[src/rtl/fetch_pkg.sv]
// Shared types and helpers for the fetch PC sequencer.
`default_nettype none

package fetch_pkg;

  localparam int EPOCH_W_DEFAULT = 2;

  typedef enum logic [1:0] {
    ST_BOOT   = 2'd0,
    ST_FETCH  = 2'd1,
    ST_BUBBLE = 2'd2
  } fetch_state_e;

  typedef logic [EPOCH_W_DEFAULT-1:0] epoch_t;

  // Number of byte-offset bits inside one fetch block.
  function automatic int offset_w(input int fetch_bytes);
    return $clog2(fetch_bytes);
  endfunction

endpackage

`default_nettype wire

[src/rtl/rstr_prio_sel.sv]
// Fixed-priority resteer arbiter: the lowest-indexed valid source wins.
`default_nettype none

module rstr_prio_sel #(
  parameter int NUM_RSTR = 4,
  parameter int XLEN     = 32
) (
  input  logic [NUM_RSTR-1:0]      rstr_valid,
  input  logic [NUM_RSTR*XLEN-1:0] rstr_target,
  output logic                     any_valid,
  output logic [XLEN-1:0]          sel_target
);

  // Walk from the lowest priority upward so the last hit is the winner.
  always_comb begin
    any_valid  = 1'b0;
    sel_target = '0;
    for (int i = NUM_RSTR - 1; i >= 0; i--) begin
      if (rstr_valid[i]) begin
        any_valid  = 1'b1;
        sel_target = rstr_target[i*XLEN +: XLEN];
      end
    end
  end

endmodule

`default_nettype wire

[src/rtl/fetch_pc_seq.sv]
// Fetch PC sequencer: issues block-aligned fetch requests, follows predictions
// and resteers, and tags every request with an epoch.
`default_nettype none

module fetch_pc_seq
  import fetch_pkg::*;
#(
  parameter int              XLEN        = 32,
  parameter int              FETCH_BYTES = 64,
  parameter int              NUM_RSTR    = 4,
  parameter logic [XLEN-1:0] RESET_PC    = '0,
  parameter int              EPOCH_W     = EPOCH_W_DEFAULT
) (
  input  logic                     clk,
  input  logic                     rst,
  input  logic                     stall_in,
  input  logic [NUM_RSTR-1:0]      rstr_valid,
  input  logic [NUM_RSTR*XLEN-1:0] rstr_target,
  input  logic                     bp_taken,
  input  logic [XLEN-1:0]          bp_target,
  output logic                     req_valid,
  input  logic                     req_ready,
  output logic [XLEN-1:0]          req_addr,
  output logic [EPOCH_W-1:0]       req_epoch,
  output logic [XLEN-1:0]          pc_out,
  output logic [15:0]              rstr_cnt
);

  localparam int              OFF_W    = offset_w(FETCH_BYTES);
  localparam logic [XLEN-1:0] OFF_MASK = (XLEN'(1) << OFF_W) - XLEN'(1);

  fetch_state_e         state, state_n;
  logic [XLEN-1:0]      pc, pc_n;
  logic [EPOCH_W-1:0]   epoch, epoch_n;
  logic [15:0]          cnt, cnt_n;

  logic                 any_rstr;
  logic [XLEN-1:0]      rstr_sel;
  logic                 handshake;

  rstr_prio_sel #(
    .NUM_RSTR (NUM_RSTR),
    .XLEN     (XLEN)
  ) u_prio (
    .rstr_valid  (rstr_valid),
    .rstr_target (rstr_target),
    .any_valid   (any_rstr),
    .sel_target  (rstr_sel)
  );

  assign req_valid = (state == ST_FETCH) && !stall_in;
  assign req_addr  = pc & ~OFF_MASK;
  assign req_epoch = epoch;
  assign pc_out    = pc;
  assign rstr_cnt  = cnt;
  assign handshake = req_valid && req_ready;

  always_ff @(posedge clk) begin
    if (rst) begin
      state <= ST_BOOT;
      pc    <= RESET_PC;
      epoch <= '0;
      cnt   <= '0;
    end else begin
      state <= state_n;
      pc    <= pc_n;
      epoch <= epoch_n;
      cnt   <= cnt_n;
    end
  end

  // A resteer wins over everything; a handshake in that cycle goes out under
  // the old epoch and is discarded downstream, so pc must not follow it.
  always_comb begin
    state_n = state;
    pc_n    = pc;
    epoch_n = epoch;
    cnt_n   = cnt;
    if (any_rstr) begin
      state_n = ST_BUBBLE;
      pc_n    = rstr_sel;
      epoch_n = epoch + EPOCH_W'(1);
      cnt_n   = (cnt == 16'hFFFF) ? cnt : cnt + 16'd1;
    end else begin
      case (state)
        ST_BOOT:   state_n = ST_FETCH;
        ST_BUBBLE: state_n = ST_FETCH;
        ST_FETCH: begin
          if (handshake) begin
            pc_n = bp_taken ? bp_target : req_addr + XLEN'(FETCH_BYTES);
          end
        end
        default:   state_n = ST_BOOT;
      endcase
    end
  end

endmodule

`default_nettype wire

[config.mk]
export PLATFORM = sky130hd
export DESIGN_NAME = fetch_pc_seq
export DESIGN_NICKNAME = d
export VERILOG_FILES = /design/src/rtl/fetch_pkg.sv /design/src/rtl/rstr_prio_sel.sv /design/src/rtl/fetch_pc_seq.sv
export SDC_FILE = /design/constraint.sdc
export NUM_CORES = 1
export LEC_CHECK = 0
export ABC_AREA = 1
export CORE_UTILIZATION = 40
export CTS_BUF_LIST = sky130_fd_sc_hd__clkbuf_8
export DETAILED_ROUTE_END_ITERATION = 8
export GPL_TIMING_DRIVEN = 0
export HOLD_SLACK_MARGIN = 0.06
export PLACE_DENSITY = 0.86
export SYNTH_ARGS = -nofsm -noshare
export SYNTH_HDL_FRONTEND = slang
export SYNTH_SLANG_ARGS = --single-unit
[constraint.sdc]
create_clock -name clk -period 1.8 [get_ports clk]
set_input_delay 0.27 -clock clk [delete_from_list [all_inputs] [get_ports clk]]
set_output_delay 0.27 -clock clk [all_outputs]
set_load 0.02 [all_outputs]
==> impl_metrics.csv <==
group,metric,value,unit
layout,final_cell_mix,"clkdlybuf4s50_1, nand2_1, nor2_1, a21oi_1, o21ai_0",
critical_path,endpoint_kind,"primary output",
routing,dr.pass1.iters,6,
yosys,synth_area,4720,um2
timing,tns,0,ns
clock_tree,cts.sinks,52,
clock_tree,cts_buffers,5,
timing,max_slew_margin,0.521,
routing,drt_wl_total,18100,um
placement,place_congestion,0.953,
routing,drc,0,
clock_tree,post-cts-setup-buffer-count,0,
flow_run,maxCapViolCount,0,
critical_path,r2r_cells,9,
routing,drt_iter0_drc,482,
status,outcome,"complete, no violations",
critical_path,crit_fanout,9,
routing,viasPerCell,5.23,
routing,wl_met3,1610,um
timing,worst_pin_slew,0.719,ns
layout,syn2layout_area_growth,58.6,%
die,die_h,111,um
timing,hold_ws,0.389,ns
clock_tree,cts_tree,"yes",
timing,layout_min_cycle_time,1.77,ns
yosys,ys_seq_area_frac,0.221,
power,power_density,463,nW/um2
critical_path,cp_num_cells,2,
timing,fmax,564,MHz
routing,top_layer_used,"met4",
layout,diodes,0,
critical_path,worstPathArrival,1.50,ns
global_routing,grt_pass1_vias,5595,
clock_tree,cts.repair.resized,21,
yosys,ys_types,36,
critical_path,path_class,"flip-flop to primary output",
layout,drive_above_1_share,0.133,
clock_tree,cts_root_buf,"clkbuf_8",
power,ir_drop,389,uV
placement,io_buffer_count,241,
layout,nNetsFinal,1213,
placement,hpwl,14200,um
critical_path,critPathMaxStageDelay,0.58,ns
global_routing,grt_pass1_wl,28000,um
placement,place_ws,-0.191,ns
die,start_util,0.411,
worst_hold_path,min_path_cells,5,
yosys,ys_seq_elements,52,
timing,final-hold-violation-count,0,
timing,fin_skew,0.0123,ns
layout,final_common_cell,"clkdlybuf4s50_1",
critical_path,path_delay_family,"buffers and inverters",
clock_tree,cts_hold_buffers,0,
global_routing,grt-ovfl-total,0,
die,die_w,111,um
routing,dr_wl_met2,8580,um
timing,rsz0062_at_grt,"no",
clock_tree,clk_pin_slew,0.12,ns
clock_tree,clockBufferDepth,2,
critical_path,worstSetupStartpointType,"flip-flop",
global_routing,grt_usage,0.283,
critical_path,path_buf_inv,2,
die,io_pins,252,
critical_path,slowest_stage,"clkdlybuf4s50_1",
routing,wl_per_cell,15.2,um
yosys,ys_warn_count,0,
clock_tree,h-tree-depth,2,
routing,postRouteAntennaNets,0,
yosys,syn_area_per_cell,5.98,um2
die,core,11500,um2
global_routing,grt_antenna_before_repair,0,
routing,dr_total_vias,6204,
timing,slew_viol_final,0,
die,die_area,12200,um2
global_routing,grt_max_degree,19,
critical_path,path_cells,"buf_4 -> clkdlybuf4s50_1",
worst_hold_path,hold_path_class,"input pin to flip-flop",
die,num_rows,39,
timing,setup_violations,0,
yosys,synthCells,789,
routing,drt-met1-wl,7410,um
timing,postLayoutSetupSlackWorst,0.0258,ns
clock_tree,clock_latency,0.32,ns
critical_path,cp.required,1.53,ns
timing,period_share,0.986,
power,p_leak,2.86,nW
-- cell usage after synthesis --
| master | instances | area share |
|---|---|---|
| nand2_1 | 215 | 0.17 |
| nor2_1 | 118 | 0.094 |
| a21oi_1 | 100 | 0.11 |
| o21ai_0 | 54 | 0.057 |
| dfxtp_1 | 52 | 0.22 |
| nand3_1 | 35 | 0.037 |
| inv_1 | 34 | 0.027 |
| buf_4 | 33 | 0.053 |
| a21oi_2 | 29 | 0.054 |
| clkbuf_1 | 22 | 0.018 |
| nand4_1 | 11 | 0.015 |
| buf_2 | 9 | 0.0095 |
| xor2_1 | 9 | 0.017 |
| nor2_2 | 8 | 0.011 |
| buf_6 | 7 | 0.017 |
| mux2i_1 | 7 | 0.015 |
| a31oi_1 | 6 | 0.0080 |
| xnor2_1 | 6 | 0.011 |
| nor3_1 | 4 | 0.0042 |
| inv_2 | 3 | 0.0024 |
| nand3_2 | 3 | 0.0064 |
| o211ai_1 | 3 | 0.0048 |
| buf_8 | 2 | 0.0064 |
| clkinv_2 | 2 | 0.0021 |
| ha_1 | 2 | 0.0053 |
| nand2_2 | 2 | 0.0027 |
| nor2_4 | 2 | 0.0048 |
| nor3_2 | 2 | 0.0042 |
| o21bai_1 | 2 | 0.0032 |
| a211oi_1 | 1 | 0.0016 |
| conb_1 | 1 | 0.00079 |
| nand2_4 | 1 | 0.0024 |
| nor2_8 | 1 | 0.0042 |
| nor3b_1 | 1 | 0.0016 |
| nor3b_2 | 1 | 0.0027 |
| or2_1 | 1 | 0.0013 |
-- flip-flops by register name, indices dropped and copies added (netlist names) --
| signal | count |
|---|---|
| pc_out | 32 |
| state | 2 |
| req_epoch | 2 |
| rstr_cnt | 16 |
-- power by group --
part           switching, mW  total (mW)  internal, mW
combinational          0.611        1.36         0.746
sequential             0.127        1.36          1.23
clock                  0.469       0.754         0.285
-- tightest hold or removal path: cells and delay by family --
kind	cells	cell delay, ns
buffers and inverters	2	0.19
AND/OR/NAND/NOR	3	0.22
-- path summary, 6_finish.rpt --
kind	startpoint	endpoint	slack, ns
worst min-delay path	rstr_valid[2]	state[1]	0.39
worst max-delay path	pc_out[26]	req_addr[26]	0.03
worst min register to register	state[0]	state[0]	0.47
worst max register to register	rstr_cnt[0]	rstr_cnt[14]	0.14
-- cell families after synthesis --
logic type | synth area share
compound gates | 0.235
xor+xnor | 0.0278
mux | 0.0149
other cells | 0.000795
fa+ha+maj | 0.00530
flops | 0.221
simple gates | 0.362
buf+inv | 0.134
-- metrics by stage --
step                total power, mW  cells   util  area (um2)
global placement               2.70   1178  0.639        7330
floorplan                      1.98    794      -        4740
global route                   3.62   1186  0.652        7480
CTS                            3.45   1186  0.649        7450
finish                         3.47   1186  0.652        7480
detailed placement             2.71   1178  0.639        7330
-- final cells by class --
cell class / instances / area [um2]
clock inverter: 3 / 26.3
multi-input combinational: 630 / 3070
timing repair buffer: 241 / 2420
fill: 1057 / 3990
tap: 143 / 179
clock buffer: 5 / 68.8
buffer: 73 / 489
sequential: 52 / 1080
inverter: 39 / 151
-- metal layers --
layer  GRT usage  up-vias
met4      0.0756        0
met5           0        -
li1            -     3056
met3      0.0543       39
met1       0.349     2771
met2       0.500      338
Power figures use the tool's default switching activity.
